==> src/rtl/gcd_controller.sv <==
// gcd_controller: valid/ready operand loader and subtract-loop FSM for the GCD datapath (optional GCD_ZERO_CHECK_EN)
module gcd_controller #(
  parameter int MAX_ITER = 255
) (
  input  logic       clk,
  input  logic       rst_n,
  input  logic       start,
  input  logic       in_valid,
  output logic       in_ready,
  input  logic [7:0] data_in,
  input  logic       lt,
  input  logic       gt,
  input  logic       eq,
  output logic       lda,
  output logic       ldb,
  output logic       sela,
  output logic       selb,
  output logic       sel_in,
  output logic       busy,
  output logic       done,
  output logic       err
);
  localparam int CW = $clog2(MAX_ITER + 1);
  typedef enum logic [2:0] {IDLE, LOAD_A, LOAD_B, CALC, DONE, ERR} state_t;
  state_t state;
  logic [CW-1:0] cnt;
  logic timeout, load_in, step, zero_hit;
  assign timeout  = cnt == CW'(MAX_ITER);
  assign load_in  = state == LOAD_A || state == LOAD_B;
  assign step     = state == CALC && !eq && !timeout;
  assign in_ready = load_in;
  assign sel_in   = load_in;
  assign lda      = (state == LOAD_A && in_valid) || (step && gt);
  assign ldb      = (state == LOAD_B && in_valid) || (step && lt && !gt);
  assign sela     = lda && !sel_in;
  assign selb     = ldb && !sel_in;
`ifdef GCD_ZERO_CHECK_EN
  logic zero_flag;
  assign zero_hit = zero_flag || (in_valid && data_in == 8'd0);
  // remember any zero operand accepted since leaving IDLE
  always_ff @(posedge clk or negedge rst_n)
    if (!rst_n) zero_flag <= 1'b0;
    else zero_flag <= state == IDLE ? 1'b0 : zero_flag || (load_in && in_valid && data_in == 8'd0);
`else
  logic unused_data;
  assign unused_data = ^data_in;
  assign zero_hit = 1'b0;
`endif
  // state transitions, iteration counter and registered status outputs
  always_ff @(posedge clk or negedge rst_n)
    if (!rst_n) begin
      state <= IDLE;
      cnt   <= '0;
      busy  <= 1'b0;
      done  <= 1'b0;
      err   <= 1'b0;
    end else begin
      done <= 1'b0;
      err  <= 1'b0;
      case (state)
        IDLE: if (start) begin
          state <= LOAD_A;
          busy  <= 1'b1;
        end
        LOAD_A: if (in_valid) state <= LOAD_B;
        LOAD_B: if (in_valid) begin
          cnt   <= '0;
          state <= zero_hit ? ERR : CALC;
          err   <= zero_hit;
        end
        CALC: if (eq) begin
          state <= DONE;
          done  <= 1'b1;
        end else if (timeout) begin
          state <= ERR;
          err   <= 1'b1;
        end else if (gt || lt) cnt <= cnt + 1'b1;
        DONE, ERR: begin
          state <= IDLE;
          busy  <= 1'b0;
        end
        default: state <= IDLE;
      endcase
    end
endmodule

==> config.mk <==
export PLATFORM = sky130hd
export DESIGN_NAME = gcd_controller
export DESIGN_NICKNAME = d
export VERILOG_FILES = /design/src/rtl/gcd_controller.sv
export SDC_FILE = /design/constraint.sdc
export NUM_CORES = 1
export LEC_CHECK = 0
export ABC_AREA = 1
export CORE_MARGIN = 3
export CORE_UTILIZATION = 46
export DETAILED_ROUTE_END_ITERATION = 8
export HOLD_SLACK_MARGIN = 0.06
export PLACE_DENSITY = 0.83
export SETUP_SLACK_MARGIN = 0.15
export SLEW_MARGIN = 0
export SYNTH_ARGS = -nofsm -noshare
export SYNTH_HDL_FRONTEND = slang
export SYNTH_SLANG_ARGS = --single-unit
==> constraint.sdc <==
create_clock -name clk -period 1.82 [get_ports clk]
set_input_delay 0.182 -clock clk [delete_from_list [all_inputs] [get_ports clk]]
set_output_delay 0.182 -clock clk [all_outputs]
set_load 0.01 [all_outputs]
Word-level counts from Yosys, hierarchy flattened
Index checks and enable logic that the tools add are counted.
{"block": "classes", "n_addsub": 1, "eq_ne": 13, "n_mux": 18, "n_reduce_logical": 24}
{"cell": "$mux 8", "n": 4}
{"cell": "$pmux 8 s2", "n": 1}
{"cell": "$mux 3", "n": 5}
{"cell": "$pmux 3 s4", "n": 1}
{"cell": "$ne 2x2->1 const B", "n": 5}
{"cell": "$logic_and 1x1->1", "n": 9}
{"cell": "$add 8x1->8 const B", "n": 1}
{"cell": "$eq 8x8->1 const B", "n": 1}
{"cell": "$eq 3x2->1 const B", "n": 2}
{"cell": "$eq 3x3->1 const B", "n": 2}
{"cell": "$mux 1", "n": 6}
{"cell": "$reduce_and 5->1", "n": 1}
{"cell": "$logic_not 1->1", "n": 4}
{"cell": "$logic_or 1x1->1", "n": 4}
{"cell": "$reduce_and 4->1", "n": 1}
{"cell": "$reduce_bool 2->1", "n": 2}
{"cell": "$eq 3x1->1 const B", "n": 1}
{"cell": "$logic_not 3->1", "n": 1}
{"cell": "$ne 3x3->1 const B", "n": 1}
{"cell": "$ne 2x1->1 const B", "n": 1}
{"cell": "$pmux 1 s2", "n": 1}
{"cell": "$reduce_and 2->1", "n": 1}
{"cell": "$reduce_or 2->1", "n": 1}
{"block": "word_totals", "regBits": 14, "wordCells": 61}

Longest topological paths before layout
Gate-level depths: netlist of the first run.
{"block": "depth", "ltp_word": 7, "depth_mapped": 9}

Least setup slack after synthesis of the first run
OpenSTA, ideal clock, no wires.
{"block": "synth_timing", "path_kind": "register to output", "from": "register cnt[0]", "to": "output port ldb", "arrival_time_ns": 1.298, "t_required_ns": 1.638, "path_slack_ns": 0.340, "path_stages_with_launch": 7, "cell_sequence": "dfrtp_1 ha_1 nand2_1 nor2_1 nand2_1 nand2_1 o21ai_0"}
{"block": "synth_between", "elab_chain_cells": 6}
{"item": "from (decl)", "line": "26", "rtl": "logic [CW-1:0] cnt;"}
{"item": "from (signal assigned)", "line": "77", "rtl": "end else if (gt || lt) cnt <= cnt + 1'b1;"}
{"item": "$eq 8x8->1", "line": "28", "rtl": "assign timeout = cnt == CW'(MAX_ITER);"}
{"item": "$logic_not 1->1", "line": "30", "rtl": "assign step = state == CALC && !eq && !timeout;"}
{"item": "$logic_and 1x1->1", "line": "30"}
{"item": "$logic_and 1x1->1 (2 in a row)", "line": "34", "rtl": "assign ldb = (state == LOAD_B && in_valid) || (step && lt && !gt);"}
{"item": "$logic_or 1x1->1", "line": "34"}
{"item": "to (decl)", "line": "15", "rtl": "output logic ldb,"}
No other way between the ends.

Worst setup path after layout of the first run
Ends and elaborated chain as after synthesis.

==> impl_metrics.tcl, run 1 <==
set metrics [dict create \
    status "finished clean" \
    p_per_area_nw_per_um2 1080 \
    dpl-instance-area_um2 1080 \
    h-tree-depth 1 \
    cp_data_arrival_time_ns 1.46 \
    setup_violations 0 \
    core_area_um2 1610 \
    p_leak_uw 0.000572 \
    final_common_cell "nand2_1" \
    power_frac_seq 0.343 \
    grt_max_degree 15 \
    worst_pin_slew_ns 0.626 \
    grt.overflow.total 0 \
    startpoint_type "flop" \
    synth_top_area_cell "dfrtp_1" \
    fillers 127 \
    hold_viol_final 0 \
    switchingPower_uw 485 \
    synth_cell_types 24 \
    synth-edff-count 0 \
    synth_flop_cell "dfrtp_1" \
    synth_seq_area_share 0.417 \
    critPathRequiredTime_ns 1.64 \
    numCtsBuffers 3 \
    clk_pin_slew_ns 0.09 \
    wl_per_cell_um 12.2 \
    layout_min_cycle_time_ns 1.64 \
    grt_pass1_vias 721 \
    die-area_um2 2370 \
    place_hpwl_um 1430 \
    worstSetupPathType "flop to primary output" \
    ys.warnings.count 0 \
    grt_first_pass_wirelength_um 3260 \
    netlist_area_um2 840 \
    route.vias.total 815 \
    endpoint_kind "primary output" \
    synth_seq_cells 14 \
    clkLatencyLatePin_ns 0.28 \
    diodes 0 \
    p_int_uw 758 \
    io_buffers 15 \
    clockPowerShare 0.179 \
    synth_area_leaders "dfrtp_1, nand2_1, nand3_1" \
    relSlewSlack 0.581 \
    ir_drop_v 0.000686 \
    die_x_um 48.7 \
    track_usage 0.172 \
    drt_iter0_drc 30 \
    skew_ns 0.00840 \
    place_congestion 0.904 \
    period_share 0.903 \
    cts_tree "done" \
    drive_gt1_frac 0.281 \
    syn_area_per_cell_um2 7.70 \
    rows 14 \
    maxSlewViolCount 0 \
    dr.pass1.iters 4 \
    syn_to_final_growth_pct 37.0 \
    cp_max_fo 5 \
    maxCapViolations 0 \
    p_sw_frac 0.390 \
    vias_per_cell 5.00 \
    utilization 0.714 \
    ios 24 \
    synth_cells 109 \
    rsz0062_at_grt "yes" \
    comb_power_share 0.477 \
    nets 156 \
    drt-total-wl_um 1980 \
    hold_path.class "primary input to asynchronous set/reset pin" \
    clock_sinks 14 \
    cts-root-buf "clkbuf_4" \
    stdcell_area_um2 1150 \
    async_flop_share 1.00 \
    antenna_left 0 \
    syn_nets 125 \
    antenna_found_initial 0 \
    cts_max_path_buffers 2 \
    initial_core_util 0.521 \
    timing.fmax_ghz 0.608 \
    fp.dieH_um 48.7 \
    drc 0 \
    post-synth-top-area-fraction 0.417 \
    layout_common_cells "nand2_1, nand3_1, dfrtp_1, buf_4, inv_1" \
]
-- critical path: stages (launching register included) --
cell     delay [ns]
dfrtp_1        0.40
ha_2           0.19
nand2_2        0.07
nor2_1         0.04
nand2_1        0.10
nand2_2        0.10
o21ai_1        0.14
buf_2          0.14
-- power groups by stage --
stage               Sequential, uW  Combinational [uW]  Clock [uW]
floorplan                      433                 316           0
global placement               424                 541           0
detailed placement             430                 560           0
CTS                            427                 534         230
global route                   433                 649         254
finish                         427                 594         223
-- cell families (layout without fill, tap and decap cells) --
| group | count (synthesis) | in the layout | share of synthesized area |
|---|---|---|---|
| AND/OR/NAND/NOR | 65 | 65 | 0.383 |
| buffers and inverters | 16 | 46 | 0.0849 |
| flip-flops | 14 | 14 | 0.417 |
| AO/OA/AOI/OAI | 11 | 11 | 0.0790 |
| XOR/XNOR | 2 | 2 | 0.0209 |
| adder cells (fa/ha/maj) | 1 | 1 | 0.0149 |
-- through the flow --
| step | worst slack, ns | cells | setup TNS (ns) | total power [uW] | hold WS [ns] |
|---|---|---|---|---|---|
| after floorplan | 0.340 | 109 | 0 | 749 | -0.114 |
| after global placement | 0.0193 | 156 | 0 | 966 | 0.500 |
| after detailed placement | -0.0108 | 156 | -0.0110 | 990 | 0.510 |
| after CTS | 0.0136 | 160 | 0 | 1190 | 0.312 |
| after global routing | 0.0836 | 163 | 0 | 1340 | 0.325 |
| final | 0.176 | 163 | 0 | 1240 | 0.281 |
-- cell type report --
type                       instances  area [um^2]  area share
tap                               24         30.0      0.0261
timing repair buffer              28          238       0.207
multi-input combinational         79          442       0.384
inverter                          14         52.6      0.0457
sequential                        14          352       0.306
clock buffer                       4         36.3      0.0316
-- worst paths after layout --
check                      startpoint       end  slack (ns)  depth (start not counted)
max                            cnt[0]       ldb        0.18                          7
min                             rst_n      done        0.28                          1
max reg2reg                    cnt[0]    cnt[4]        0.31                          9
min reg2reg                      busy      busy        0.52                          2
max in group asynchronous       rst_n  state[1]        1.09                          1
min in group clk                start      busy        0.49                          3
-- registers in the layout (all words and copies together) (netlist names) --
name   flops
err        1
state      3
done       1
cnt        8
busy       1
-- cells in the mapped netlist, drive strengths merged (2+ instances only) --
| master | count |
|---|---|
| inv | 14 |
| o21ai | 8 |
| buf | 2 |
| nand2 | 30 |
| nand3 | 18 |
| dfrtp | 14 |
| nor2 | 12 |
| nand4 | 3 |
-- metal layers --
metal	routed length, um	part of all wire	track usage
met4	9	0.0045	0.0284
met5	0	0	0
met3	85	0.043	0.0460
met2	991	0.50	0.267
met1	898	0.45	0.242
-- timing repair --
| action | CTS | global route |
|---|---|---|
| setup buffers | 0 | 3 |
| endpoints found under the setup margin | 6 | 10 |
| gates resized for setup | 19 | 8 |
| pin swaps | 0 | 4 |
| hold buffers | 0 | 0 |
Power figures use the tool's default switching activity.
==> run 2, diff against run 1 <==
- CORE_MARGIN: 3 -> not set
- GPL_ROUTABILITY_DRIVEN: not set -> 0
==> run 2 against run 1 <==
- critical endpoint is now sela
- sequential power increased by 1%
- largest power group unchanged
- combinational power decreased by 5.4%
- largest cell class unchanged
- non-clock buffer count unchanged
- routed wire length decreased by 1.5%
==> impl_metrics.tcl, run 2 (synthesis gave the netlist of run 1 again) <==
set metrics [dict create \
    fp.dieH_um 44.7 \
    status "finished clean" \
    diodes 0 \
    ctsHoldBuffers 0 \
    cts-root-buf "clkbuf_4" \
    worstSetupPathType "flop to primary output" \
    clock_sinks 14 \
    die-area_um2 2000 \
    hold_viol_final 0 \
    r2r_slack_ns 0.22 \
    setup_slack_ns 0.176 \
    slowest_stage "dfrtp_1" \
    reg2reg_depth 9 \
    io_buffers 15 \
    dr.pass1.iters 6 \
    nets 156 \
    cts_tree "done" \
    max_stage_delay_ns 0.42 \
    vias_per_cell 5.13 \
    gr-usage-met1 0.272 \
    whs_ns 0.277 \
    dpl-instance-area_um2 1060 \
    rows 15 \
    cp_data_arrival_time_ns 1.46 \
    top_usage_layer "met2" \
    critPathRequiredTime_ns 1.64 \
    largest_reg_flops 8 \
    maxSlewViolCount 0 \
    period_share 0.903 \
    dpl.cell_count 155 \
    drt-total-wl_um 1950 \
    place_hpwl_um 1440 \
    total_power_uw 1220 \
    worst_pin_slew_ns 0.629 \
    setup_violations 0 \
    pre_cts_ws_ns -0.0266 \
    syn_to_final_growth_pct 36.1 \
    grt_pass1_vias 744 \
    ir_drop_v 0.000741 \
    cp_max_fo 5 \
    relSlewSlack 0.580 \
    die_x_um 44.7 \
    track_usage 0.217 \
    path_buf_inv 1 \
    top_regs "cnt (8), state (3)" \
    antenna_found_initial 0 \
    drc 0 \
    startpoint_type "flop" \
    clk_pin_slew_ns 0.09 \
    hold_path.class "primary input to asynchronous set/reset pin" \
    route.vias.total 842 \
    p_per_area_nw_per_um2 1070 \
    wl_per_cell_um 11.9 \
    grt.overflow.total 0 \
    p_leak_uw 0.000569 \
    grt_max_degree 15 \
    grtUsageMet2 0.356 \
    rsz0062_at_grt "yes" \
    timing.fmax_ghz 0.608 \
    drt_iter0_drc 23 \
    layout_min_cycle_time_ns 1.64 \
    skew_ns 0.00800 \
    r2r_start "cnt[1]" \
    final_common_cell "nand2_1" \
    largest_register "cnt" \
    cts_max_path_buffers 2 \
    stdcell_area_um2 1140 \
    core_area_um2 1730 \
    grtUsageMet3 0.0480 \
    endpoint_kind "primary output" \
    drive_gt1_frac 0.281 \
    layoutNonFillerInstCount 164 \
    h-tree-depth 1 \
    grt_first_pass_wirelength_um 3100 \
    maxCapViolations 0 \
    antenna_left 0 \
    numCtsBuffers 3 \
    ios 24 \
    layout_common_cells "nand2_1, nand3_1, dfrtp_1, buf_4, inv_1" \
    clkLatencyLatePin_ns 0.29 \
    crit_chain "ha_4, nand2_2, nor2_1, nand2_1, nand2_2, nor2_1, buf_2" \
    cpLargestDelayFamily "simple AND/OR/NAND/NOR gates" \
    worst_r2r_endpoint "cnt[6]" \
    initial_core_util 0.486 \
]
## run 2: per-stage QoR
stage	util	TNS, ns
after global routing	0.662	0
after detailed placement	0.615	-0.0266
final	0.662	0
after global placement	0.615	0
after CTS	0.630	0
after floorplan	-	0
## run 2: what timing repair did
item / CTS / global route
gates resized for setup: 22 / 5
pin swaps: 0 / 3
endpoints found under the setup margin: 6 / 9
buffers inserted: 0 / 5
## run 2: cell type report
type                       count  area [um^2]
inverter                      14         52.6
timing repair buffer          28          225
fill                         141          584
multi-input combinational     79          445
sequential                    14          352
clock buffer                   4         36.3
tap                           25         31.3
## run 2: layer usage
| layer | vias up | wire [um] |
|---|---|---|
| li1 | 415 | - |
| met1 | 389 | 874 |
| met2 | 34 | 961 |
| met3 | 4 | 97 |
| met4 | 0 | 20 |
| met5 | - | 0 |
## run 2: power by group
group | switching, uW | internal [uW]
sequential | 62.0 | 370
combinational | 310 | 252
clock | 108 | 122
total | 480 | 744
## run 2: worst register-to-register path, stage by stage (launching register included)
cell and delay, ns:
dfrtp_1 0.42, ha_4 0.18, nand2_2 0.07, nor2_1 0.04, nand2_1 0.11, buf_4 0.13
nand3_2 0.24, nand2_1 0.23, nand2_1 0.08, nand2_1 0.06
## run 2: worst max-delay path by stage
stage	start	to	slack [ns]	cells past startpoint
after global routing	cnt[0]	sela	0.08	7
after global placement	cnt[0]	ldb	0.006	7
after detailed placement	cnt[0]	ldb	-0.03	7
after floorplan	cnt[0]	ldb	0.34	6
final	cnt[1]	sela	0.18	7
after CTS	cnt[0]	ldb	0.06	7
